`src/rtl/decode_operand_sequencer.sv`:
```
// decode_operand_sequencer: operand byte queue presenting a displacement+immediate window; clock/reset/flush, fetch push, req handshake, win window out, occupancy/length_error/stall_cycles status; DECODE_SEQ_STALL_COUNT_EN enables the WAIT-cycle stall counter
module decode_operand_sequencer #(
  parameter int QUEUE_DEPTH = 16
) (
  input  logic        clock,
  input  logic        reset,
  input  logic        flush,
  input  logic        fetch_valid,
  output logic        fetch_ready,
  input  logic [31:0] fetch_bytes,
  input  logic [2:0]  fetch_count,
  input  logic        req_valid,
  output logic        req_ready,
  input  logic        displacement_is_present,
  input  logic [3:0]  displacement_length,
  input  logic        immediate_is_present,
  input  logic [3:0]  immediate_length,
  output logic        win_valid,
  input  logic        win_ready,
  output logic [63:0] window,
  output logic [5:0]  occupancy,
  output logic        length_error,
  output logic [15:0] stall_cycles
);
  localparam int QW = 8 * QUEUE_DEPTH;
  typedef enum logic [1:0] {IDLE, WAIT, PRESENT} state_t;
  state_t state_q, state_d;
  logic [QW-1:0] buf_q, buf_d;
  logic [5:0] occ_q, occ_d, rem;
  logic [3:0] need_q, need_d, need_new, pop;
  logic [63:0] window_q, window_d;
  logic [31:0] push_bytes;
  logic [2:0] push_n;
  logic err_q, err_d, push, cnt_ok, illegal, hs;
  function automatic logic [3:0] field_bytes(input logic p, input logic [3:0] l);
    return !p ? 4'd0 : l[0] ? 4'd1 : l[1] ? 4'd2 : (l[2] | l[3]) ? 4'd4 : 4'd0;
  endfunction
  always_comb begin
    cnt_ok = fetch_count != 3'd0 && fetch_count <= 3'd4;
    push = fetch_valid && fetch_ready && cnt_ok && !flush;
    push_n = push ? fetch_count : 3'd0;
    push_bytes = push ? fetch_bytes & ~(32'hFFFF_FFFF << {fetch_count, 3'b000}) : 32'd0;
    illegal = (displacement_is_present && !$onehot(displacement_length)) ||
              (immediate_is_present && !$onehot(immediate_length));
    need_new = field_bytes(displacement_is_present, displacement_length) +
               field_bytes(immediate_is_present, immediate_length);
    hs = req_valid && req_ready && !flush;
    pop = (state_q == PRESENT && win_ready && !flush) ? need_q : 4'd0;
    rem = occ_q - 6'(pop);
    occ_d = flush ? 6'd0 : rem + 6'(push_n);
    buf_d = flush ? '0 : (buf_q >> {pop, 3'b000}) | (QW'(push_bytes) << {rem, 3'b000});
    need_d = (hs && !illegal) ? need_new : need_q;
    state_d = state_q;
    if (flush) state_d = IDLE;
    else if (state_q == IDLE && hs && !illegal) state_d = (occ_q + 6'(push_n) >= 6'(need_new)) ? PRESENT : WAIT;
    else if (state_q == WAIT && occ_q >= 6'(need_q)) state_d = PRESENT;
    else if (state_q == PRESENT && win_ready) state_d = IDLE;
    err_d = !flush && ((hs && illegal) || (fetch_valid && !cnt_ok));
    window_d = (state_q == PRESENT && state_d == PRESENT) ? window_q : buf_d[63:0];
  end
  always_ff @(posedge clock) begin
    if (reset) begin
      state_q <= IDLE;
      buf_q <= '0;
      occ_q <= '0;
      need_q <= '0;
      window_q <= '0;
      err_q <= 1'b0;
    end else begin
      state_q <= state_d;
      buf_q <= buf_d;
      occ_q <= occ_d;
      need_q <= need_d;
      window_q <= window_d;
      err_q <= err_d;
    end
  end
  assign fetch_ready = occ_q <= 6'(QUEUE_DEPTH - 4);
  assign req_ready = state_q == IDLE;
  assign win_valid = state_q == PRESENT;
  assign window = window_q;
  assign occupancy = occ_q;
  assign length_error = err_q;
`ifdef DECODE_SEQ_STALL_COUNT_EN
  logic [15:0] stall_q, stall_d;
  always_comb stall_d = flush ? 16'd0 : (state_q == WAIT && stall_q != 16'hFFFF) ? stall_q + 16'd1 : stall_q;
  always_ff @(posedge clock) begin
    if (reset) stall_q <= '0;
    else stall_q <= stall_d;
  end
  assign stall_cycles = stall_q;
`else
  assign stall_cycles = 16'h0000;
`endif
endmodule

```
`config.mk`:
```
export PLATFORM = sky130hd
export DESIGN_NAME = decode_operand_sequencer
export DESIGN_NICKNAME = d
export VERILOG_FILES = /design/src/rtl/decode_operand_sequencer.sv
export SDC_FILE = /design/constraint.sdc
export NUM_CORES = 1
export LEC_CHECK = 0
export ABC_AREA = 1
export ABC_CLOCK_PERIOD_IN_PS = 4800
export CAP_MARGIN = 20
export CORE_MARGIN = 3
export CORE_UTILIZATION = 45
export CTS_BUF_LIST = sky130_fd_sc_hd__clkbuf_4 sky130_fd_sc_hd__clkbuf_8 sky130_fd_sc_hd__clkbuf_16
export CTS_CLUSTER_SIZE = 20
export DETAILED_ROUTE_END_ITERATION = 12
export PLACE_DENSITY = 0.75
export SLEW_MARGIN = 15
export SYNTH_ARGS = -nofsm -noshare
export SYNTH_HDL_FRONTEND = slang
export SYNTH_SLANG_ARGS = --single-unit
```
`constraint.sdc`:
```
create_clock -name clock -period 4.8 [get_ports clock]
set_clock_uncertainty 0.05 [all_clocks]
set_input_delay 1.2 -clock clock [delete_from_list [all_inputs] [get_ports clock]]
set_output_delay 1.2 -clock clock [all_outputs]
set_load 0.01 [all_outputs]
```
**After elaboration in Yosys (flattened, before gate mapping)**

Index checks and enable logic that the tools add are counted.

- Bitwise logic cells: 5
- Equality and inequality tests: 5
- Multiplexer cells: 17
- Shift-type cells: 3
- Reductions and logical operators: 28
- Add/sub/neg operators: 10
- Order comparisons: 4

Operator list:

| operator | count |
|---|---|
| 128-bit bitwise OR | 1 |
| 32-bit by 9-bit left shift with 128-bit output | 1 |
| 128-bit by 7-bit right shift with 128-bit output | 1 |
| 64-bit two-way mux | 1 |
| 32-bit AND | 1 |
| 32-bit two-way mux | 1 |
| 32-bit NOT | 1 |
| 32-bit by 6-bit left shift with 32-bit output (first input constant) | 1 |
| 3-bit two-way mux | 9 |
| 1-bit logical AND | 18 |
| 6-bit by 3-bit adder with 6-bit output | 2 |
| 6-bit by 4-bit >= comparator with 1-bit output | 2 |
| 2-bit two-way mux | 5 |
| 1-bit by 1-bit adder with 2-bit output | 4 |
| 2-bit by 2-bit adder with 3-bit output | 2 |
| 3-bit by 1-bit == test with 1-bit output (second input constant) | 2 |
| 6-bit by 4-bit <= comparator with 1-bit output (second input constant) | 1 |
| 6-bit by 4-bit subtractor with 6-bit output | 1 |
| 1-bit zero test | 5 |
| 3-bit by 3-bit adder with 4-bit output | 1 |
| 2-bit == test (second input constant) | 2 |
| 4-bit two-way mux | 1 |
| 3-bit <= comparator (second input constant) | 1 |
| 3-bit nonzero test | 1 |
| other kinds (5) | 7 |

- Output and inout bits: 90
- Register bits: 205

**Longest topological paths before layout**

Gate-level depths: netlist of the first run.

- Word-level depth: 12
- Gate-level depth with buffers: 26
- Mapped depth without buffers: 23

**Worst setup path after synthesis of the first run**

OpenSTA, ideal clock, no wires.

- Path type: input-to-reg
- Start: input port fetch_count[2]
- End: register window_q[19], in the netlist window[19]
- Required time: 4.617 ns
- Arrival time: 4.113 ns
- Setup slack: 0.504 ns
- Stages: 22
- Path through: inv_1 > ha_1 > inv_1 > nor2_4 > nand3_4 > buf_2 > nor2_1 > ha_1 > ha_1 > inv_1 > nand2_1 > xnor2_1 > ha_1 > a21boi_0 > o21a_1 > nor3_1 > nand2_1 > nor2_2 > nand2_4 > nand4_2 > clkbuf_1 > a21oi_1

- Longest elaborated chain between the ends: 12

RTL lines:

| item | RTL line | RTL |
|---|---|---|
| start: declaration | 11 | `input logic [2:0] fetch_count,` |
| 3-bit <= comparator / 3-bit nonzero test (equally long branches) | 39 | `cnt_ok = fetch_count != 3'd0 && fetch_count <= 3'd4;` |
| 1-bit logical AND | 39 |  |
| 1-bit logical AND (2 in a row) | 40 | `push = fetch_valid && fetch_ready && cnt_ok && !flush;` |
| 3-bit two-way mux | 41 | `push_n = push ? fetch_count : 3'd0;` |
| 6-bit by 3-bit adder with 6-bit output | 55 | `else if (state_q == IDLE && hs && !illegal) state_d = (occ_q + 6'(push_n) >= 6'(need_new)) ? PRESENT : WAIT;` |
| 6-bit by 4-bit >= comparator with 1-bit output | 55 |  |
| 2-bit two-way mux (2 in a row) | 55 |  |
| 2-bit two-way mux | 54 | `if (flush) state_d = IDLE;` |
| 2-bit == test | 59 | `window_d = (state_q == PRESENT && state_d == PRESENT) ? window_q : buf_d[63:0];` |
| 1-bit logical AND | 59 |  |
| end signal: assignment | 74 | `window_q <= window_d;` |
| end: declaration | 31 | `logic [63:0] window_q, window_d;` |

Parallel ways exist; a longest one is shown, timed or not.
A chain may end at the register's enable or synchronous reset.

**Worst setup path in the final report of the first run**

- Start: input port fetch_count[0]
- End: register window_q[54], in the netlist window[54]

Same word-level chain as after synthesis.

==> results of run 1 <==
## synth_stat cells, types with 15 or more instances
| cell | instances | area (um^2) |
|---|---|---|
| o211ai_1 | 65 | 488.0 |
| inv_1 | 185 | 694.4 |
| nor3_1 | 15 | 75.07 |
| nand3_1 | 327 | 1637 |
| or2_2 | 30 | 187.7 |
| nor2_2 | 33 | 206.5 |
| clkbuf_1 | 83 | 311.6 |
| nand4_1 | 43 | 269.0 |
| ha_1 | 26 | 325.3 |
| buf_4 | 24 | 180.2 |
| nand2_1 | 859 | 3224 |
| a21oi_1 | 138 | 690.7 |
| buf_2 | 54 | 270.3 |
| dfxtp_1 | 205 | 4104 |
| o21ai_0 | 158 | 790.8 |
| buf_1 | 24 | 90.09 |
| nor2_1 | 139 | 521.8 |
## logic make-up after synthesis
| logic type | after synthesis |
|---|---|
| xor+xnor | 6 |
| fa+ha+maj | 30 |
| other cells | 1 |
| compound gates | 416 |
| mux | 10 |
| flops | 205 |
| buf+inv | 391 |
| simple gates | 1466 |
## state kept, by name (all words and copies together), names as in the netlist
register and cells:
need_q 4, state_q 2, window 64, occupancy 6, buf_q 128, length_error 1
## metal layers
| metal | vias to the layer above | track usage | part of all wire |
|---|---|---|---|
| li1 | 8305 | - | - |
| met4 | 6 | 0.1341 | 0.053 |
| met3 | 184 | 0.05906 | 0.11 |
| met1 | 7901 | 0.3835 | 0.40 |
| met2 | 931 | 0.4859 | 0.45 |
| met5 | - | 0 | 0.00062 |
## worst max-delay path, stage by stage
cell and delay (ns):
clkdlybuf4s50_1 0.49, nor2_1 0.05, ha_1 0.26, inv_1 0.07, nor2_4 0.15, nand3_4 0.09, nor2_1 0.16, ha_1 0.20
ha_1 0.14, inv_1 0.03, nand2_1 0.09, xnor2_1 0.10, ha_1 0.28, a21boi_0 0.18, o21a_1 0.13, nor3_1 0.04
nand2_1 0.07, nor2_2 0.05, nand2_4 0.09, nand3_4 0.17, buf_12 0.19, nor2_4 0.28, nand2_1 0.11, nand2_1 0.07
## worst max-delay path by stage
stage                   start          to  slack [ns]  depth (start not counted)
2_1_floorplan  fetch_count[2]  window[19]        0.50                         22
3_3_place_gp   fetch_count[0]  window[53]        0.10                         24
3_5_place_dp   fetch_count[0]  window[49]       -0.04                         24
4_1_cts        fetch_count[0]  window[49]        0.51                         24
5_1_grt        fetch_count[2]  window[59]        0.22                         24
6_report       fetch_count[0]  window[54]        0.52                         24
## where the power goes
part	internal [uW]	leakage (uW)	switching (uW)
sequential	1730	0.00165	17.3
clock	1110	0.000404	816
combinational	174	0.00603	314
## through the flow
stage	total power [uW]	TNS, ns	worst slack, ns	instances	cell area, um^2
floorplan	2062	0	0.5044	2540	15160
global placement	2250	0	0.1014	2974	16650
detailed placement	2258	-0.3546	-0.03977	2974	16650
CTS	4170	0	0.5061	3017	17480
global route	4295	0	0.2177	3017	17480
finish	4162	0	0.5176	3018	17480
## area by class of cell
type	count	area, um^2	share of cell area
Multi-Input combinational cell	1944	9373	0.5361
Sequential cell	205	4104	0.2347
Timing Repair Buffer	188	1884	0.1078
Inverter	195	738.2	0.04222
Clock buffer	30	670.6	0.03836
Tap cell	442	553.0	0.03163
Clock inverter	13	157.7	0.009017
Antenna cell	1	2.502	0.0001431
==> results.md, run 1 <==
- CP required: between 5 and 6 ns
- Filler cell count: between 3,000 and 4,000
- Die width: 189.2 um
- Worst hold path cell count: 2
- CP startpoint kind: primary input
- Worst slew margin: 0.2938
- Worst-skew pair later-pin latency: between 0.5 and 0.6 ns
- Max Slew Vio Count: 0
- Yosys warning total: 0
- Min-delay src: window[50]
- Ys flop type: dfxtp_1
- IO buf count: 124
- Hold_buf cts: 0
- Post-CTS setup buffers: 0
- Via count: 17,327
- H-tree depth: 1
- Critical Path Sink Type: register
- Area grow syn2layout: 15.78%
- Antenna violations before repair: 4
- MaxCap Viol Count: 0
- Final Util: 0.5333
- Worst IR Drop VDD: around 260 uV
- DP HPWL: 38.96 mm
- Cells after Synth: approximately 2,500
- FP Rows: between 60 and 70
- Lkg Pwr: 0.008087 uW
- Num CTS Buffers: 24
- Mux contribution to synthesized area: 0.006629
- Ports: ~140
- GRT Resource Usage Total: 0.2986
- Min Clock Period, post-route: between 4 and 5 ns
- Final period util: 0.8922
- Placer Congestion: around 1
- Via density: 5.741
- Largest net degree at the start of global routing: 120
- Proportion of layout cells with a drive suffix above 1: 0.08194
- XOR/XNOR share of the synthesized area: 0.003977
- RSZ-0062 raised after global routing: no
- Syn_area_per_cell: 5.980 um^2
- Compound-Gate Fraction of Synth Area: 0.1559
- Vias in the first global route: 16,036
- Hold EP: window[50]
- Drt first pass iters: 6
- CP Max Fanout: 14
- Fin nets: 2,639
- CTS root buffer: clkbuf_16
- FF+latch count, synth: approximately 210
- Worst slew pin tran: between 1 and 1.5 ns
- Post-Synth Adder-Cell Area: 0.02685
- Routed len/inst: approximately 18 um
- CTS sink count: around 210
- Worst r2r path cells: 21
- GRT overflow: 0
- Critical path arrival: roughly 4.7 ns
- CP Class: in2reg
- First-pass GRT wire length: ~87 mm
- Commonest non-fill, non-tap cell in the layout: nand2_1
- Synth Area in Simple Gates: 0.4202
- Clock Pin Slew Worst Setup and Hold Paths: approximately 0.060 ns
- Initial Utilization: 0.4606
- Final Hold Violating Endpoints: 0
- Flop-to-flop setup slack: between 1 and 1.5 ns
- Core box area: 32,780 um^2
- Main combinational cell family by area after synthesis: simple AND/OR/NAND/NOR gates
- R2r startpoint: state_q[1]
- Worst Hold Class: reg2reg
- Post-DRT Antenna Nets: 0
- CTS tree: built
- Die span in y: about 190 um
- Total Routed Length: 54.94 mm
- Post-synth EDFFs: 0
- Post-synth ARST share: 0
- Reg2reg end: window[54]
- P per Cell Area: 238.1 nW/um^2
- Count of cell types in the netlist: between 40 and 50
- Post_cts resized: 0
- Number of DRC markers in iteration 0: 2,160
- Seq/Total Area, Yosys: 0.2718
- Max Fclk: approximately 230 MHz
- Max clock buf depth: 3
- DRC viols: 0
- Final setup violation count: 0
- Status: completed
- Mapped Area: between 15,000 and 20,000 um^2
- Area of the die: around 36,000 um^2
- WHS: 0.3991 ns
- Commonest non-fill, non-tap cells in the layout: nand2_1, nand3_1, dfxtp_1
Note: power is estimated with default switching activity, not from simulation.
==> inputs of run 2 (changes only) <==
--- a/config.mk
+++ b/config.mk
@@ -9,11 +9,11 @@
 export ABC_CLOCK_PERIOD_IN_PS = 4800
 export CAP_MARGIN = 20
 export CORE_MARGIN = 3
-export CORE_UTILIZATION = 45
+export CORE_UTILIZATION = 30
 export CTS_BUF_LIST = sky130_fd_sc_hd__clkbuf_4 sky130_fd_sc_hd__clkbuf_8 sky130_fd_sc_hd__clkbuf_16
 export CTS_CLUSTER_SIZE = 20
 export DETAILED_ROUTE_END_ITERATION = 12
-export PLACE_DENSITY = 0.75
+export PLACE_DENSITY = 0.57
 export SLEW_MARGIN = 15
 export SYNTH_ARGS = -nofsm -noshare
 export SYNTH_HDL_FRONTEND = slang
==> run 2 against run 1 <==
Against the previous run:
- first-iteration DRC count shrank 25%
- critical path depth shrank 8
- design area grew 2.6%
- clock power grew 4%
- sequential share of layout area shrank 0.59 points
- count of clock-buffer cells in the layout is the same
- largest power group unchanged
==> results.md, run 2 (synthesized netlist as in run 1, its figures left out) <==
- WHS: 0.3987 ns (-0.0003810 ns)
- Worst path cell trace: clkdlybuf4s50_1 -> inv_2 -> nand3_4 -> nor2_4 -> ha_1 -> inv_1 -> fa_1 -> clkinv_1 -> buf_4 -> nand3_1 -> nand2_1 -> nand2_1 -> nand3_1 -> a21oi_1 -> nand2_1 -> nand2_1
- RSZ-0062 raised after global routing: no
- Final setup violation count: 0 (unchanged)
- Min Clock Period, post-route: 4.277 ns (-0.005429 ns)
- Fin nets: 2,656 (+0.64%)
- Post-DRT Antenna Nets: 0 (unchanged)
- Flop-to-flop setup slack: 1.07 ns (-0.20 ns)
- First-pass GRT wire length: 92.52 mm (+6.9%)
- Post-CTS setup buffers: 0 (unchanged)
- Critical Path Sink Type: register
- MaxCap Viol Count: 0 (unchanged)
- Num CTS Buffers: 25 (+4.2%)
- Placer Congestion: 0.9029 (-9.9%)
- Biggest register: buf_q
- CP startpoint kind: primary input
- Ports: 141 (unchanged)
- Reg2reg end: window[54]
- GRT overflow: 0 (unchanged)
- Setup TNS: 0 ns (unchanged)
- Antenna violations before repair: 0 (-4)
- End of the critical path: window[54]
- DP HPWL: 43.05 mm (+10%)
- Via density: 5.237 (-8.8%)
- Hold_buf cts: 0 (unchanged)
- Worst hold path cell count: 2 (unchanged)
- Commonest non-fill, non-tap cell in the layout: nand2_1
- Post-route cell area: 17,940 um^2 (+2.6%)
- Worst r2r path cells: 16 (-24%)
- Cell with the largest stage delay on the worst path: fa_1
- Die width: 230.4 um (+22%)
- Vias in the first global route: 15,884 (-0.95%)
- Area grow syn2layout: 18.78%
- Worst path max stage delay: 0.59 ns (+0.10 ns)
- Placed Area: 17,090 um^2 (+2.6%)
- IO buf count: 124 (unchanged)
- Proportion of layout cells with a drive suffix above 1: 0.08831 (+0.006373)
- Via count: 17,057 (-1.6%)
- Max clock buf depth: 3 (unchanged)
- CP Class: in2reg
- CP Max Fanout: 12 (-2)
- R2r startpoint: state_q[1]
- CP required: 5.25 ns (+0.02 ns)
- Multi-input gate area: 9384 um^2 (+0.12%)
- Total Routed Length: 60.22 mm (+9.6%)
- Initial Utilization: 0.3060 (-0.1547)
- Status: completed
- Worst slew margin: 0.4155 (+0.1217)
- FP Rows: 81 (+23%)
- Clock Pin Slew Worst Setup and Hold Paths: 0.06 ns (about the same)
- Final Hold Violating Endpoints: 0 (unchanged)
- P per Cell Area: 237.2 nW/um^2 (-0.38%)
- Max Slew Vio Count: 0 (unchanged)
- Most frequent CP cell: nand2_1
- Final period util: 0.8910 (-0.001131)
- CTS tree: built
- Worst slew pin tran: 0.8768 ns (-0.1825 ns)
- Worst IR Drop VDD: 254.3 uV (-1.6%)
- Filler cell count: 5,361 (+61%)
- H-tree depth: 1 (unchanged)
- Max Fclk: 233.8 MHz (+0.13%)
- Area of the die: 53,060 um^2 (+48%)
- Worst Hold Class: reg2reg
- ANT cells: 0 (-1)
- Setup crit start: flush
- Post_cts resized: 0 (unchanged)
- Worst-skew pair later-pin latency: 0.56 ns (about the same)
- Routed len/inst: 18.49 um (+1.6%)
- Largest net degree at the start of global routing: 143 (+19%)
- Critical path arrival: 4.73 ns (about the same)
- Storage cell area: 4104 um^2 (unchanged)
- CTS root buffer: clkbuf_16
- GRT Resource Usage Total: 0.2204 (-0.07816)
- Number of DRC markers in iteration 0: 1,615 (-25%)
- Lkg Pwr: 0.008180 uW (+1.2%)
- Core box area: 49,360 um^2 (+51%)
- Max reg flops: 128 (unchanged)
- CTS sink count: 205 (unchanged)
- Drt first pass iters: 6 (unchanged)
- Commonest non-fill, non-tap cells in the layout: nand2_1, nand3_1, dfxtp_1
- DRC viols: 0 (unchanged)
- Die span in y: 230.4 um (+22%)
run 2: changes by cell type in the layout (fill, tap and decap cells not counted), sizes merged:
| cell | before | now |
|---|---|---|
| bufinv | 2 | 3 |
| clkinvlp | 2 | 4 |
| buf | 64 | 80 |
| diode | 1 | 0 |
| clkinv | 10 | 9 |
run 2: routing by layer:
metal	vias to the layer above	global-route usage	share of wire
met5	-	0	0
met4	0	0.07307	0.034
met3	113	0.02468	0.067
met2	671	0.3727	0.47
met1	7943	0.2924	0.43
li1	8330	-	-
run 2: critical path, delay by kind of cell:
kind	cells	cell delay [ns]
adders and majority gates	2	0.73
AOI/OAI and AO/OA	1	0.35
buffers and inverters	5	1.50
and+or+nand+nor	8	0.92
run 2: worst min path at each step:
stage                    start         end  slack [ns]
floorplan            need_q[3]   need_q[3]        0.40
global placement    window[50]  window[50]        0.39
detailed placement  window[50]  window[50]        0.39
finish              window[57]  window[57]        0.40
global route        window[50]  window[50]        0.42
CTS                 window[50]  window[50]        0.40
run 2: final cells by class:
cell class	instances	share of cell area
multi-input combinational	1944	0.5232
tap	664	0.04632
clock inverter	15	0.01018
inverter	195	0.04109
sequential	205	0.2288
timing repair buffer	204	0.1131
clock buffer	30	0.03732
run 2: power by group:
group          internal, uW  leakage (uW)  total (uW)  switching, uW
combinational           179       0.00611         501            322
clock                  1170      0.000415        2010            841
sequential             1730       0.00165        1740           17.0
run 2: through the flow:
step	worst slack (ns)	instances	util	power, uW
after floorplan	0.5044	2540	-	2062
after global placement	0.08507	3212	0.3462	2273
after detailed placement	0.005782	3212	0.3462	2276
after CTS	0.5795	3257	0.3634	4284
after global routing	0.2726	3257	0.3634	4391
final	0.5230	3257	0.3634	4254
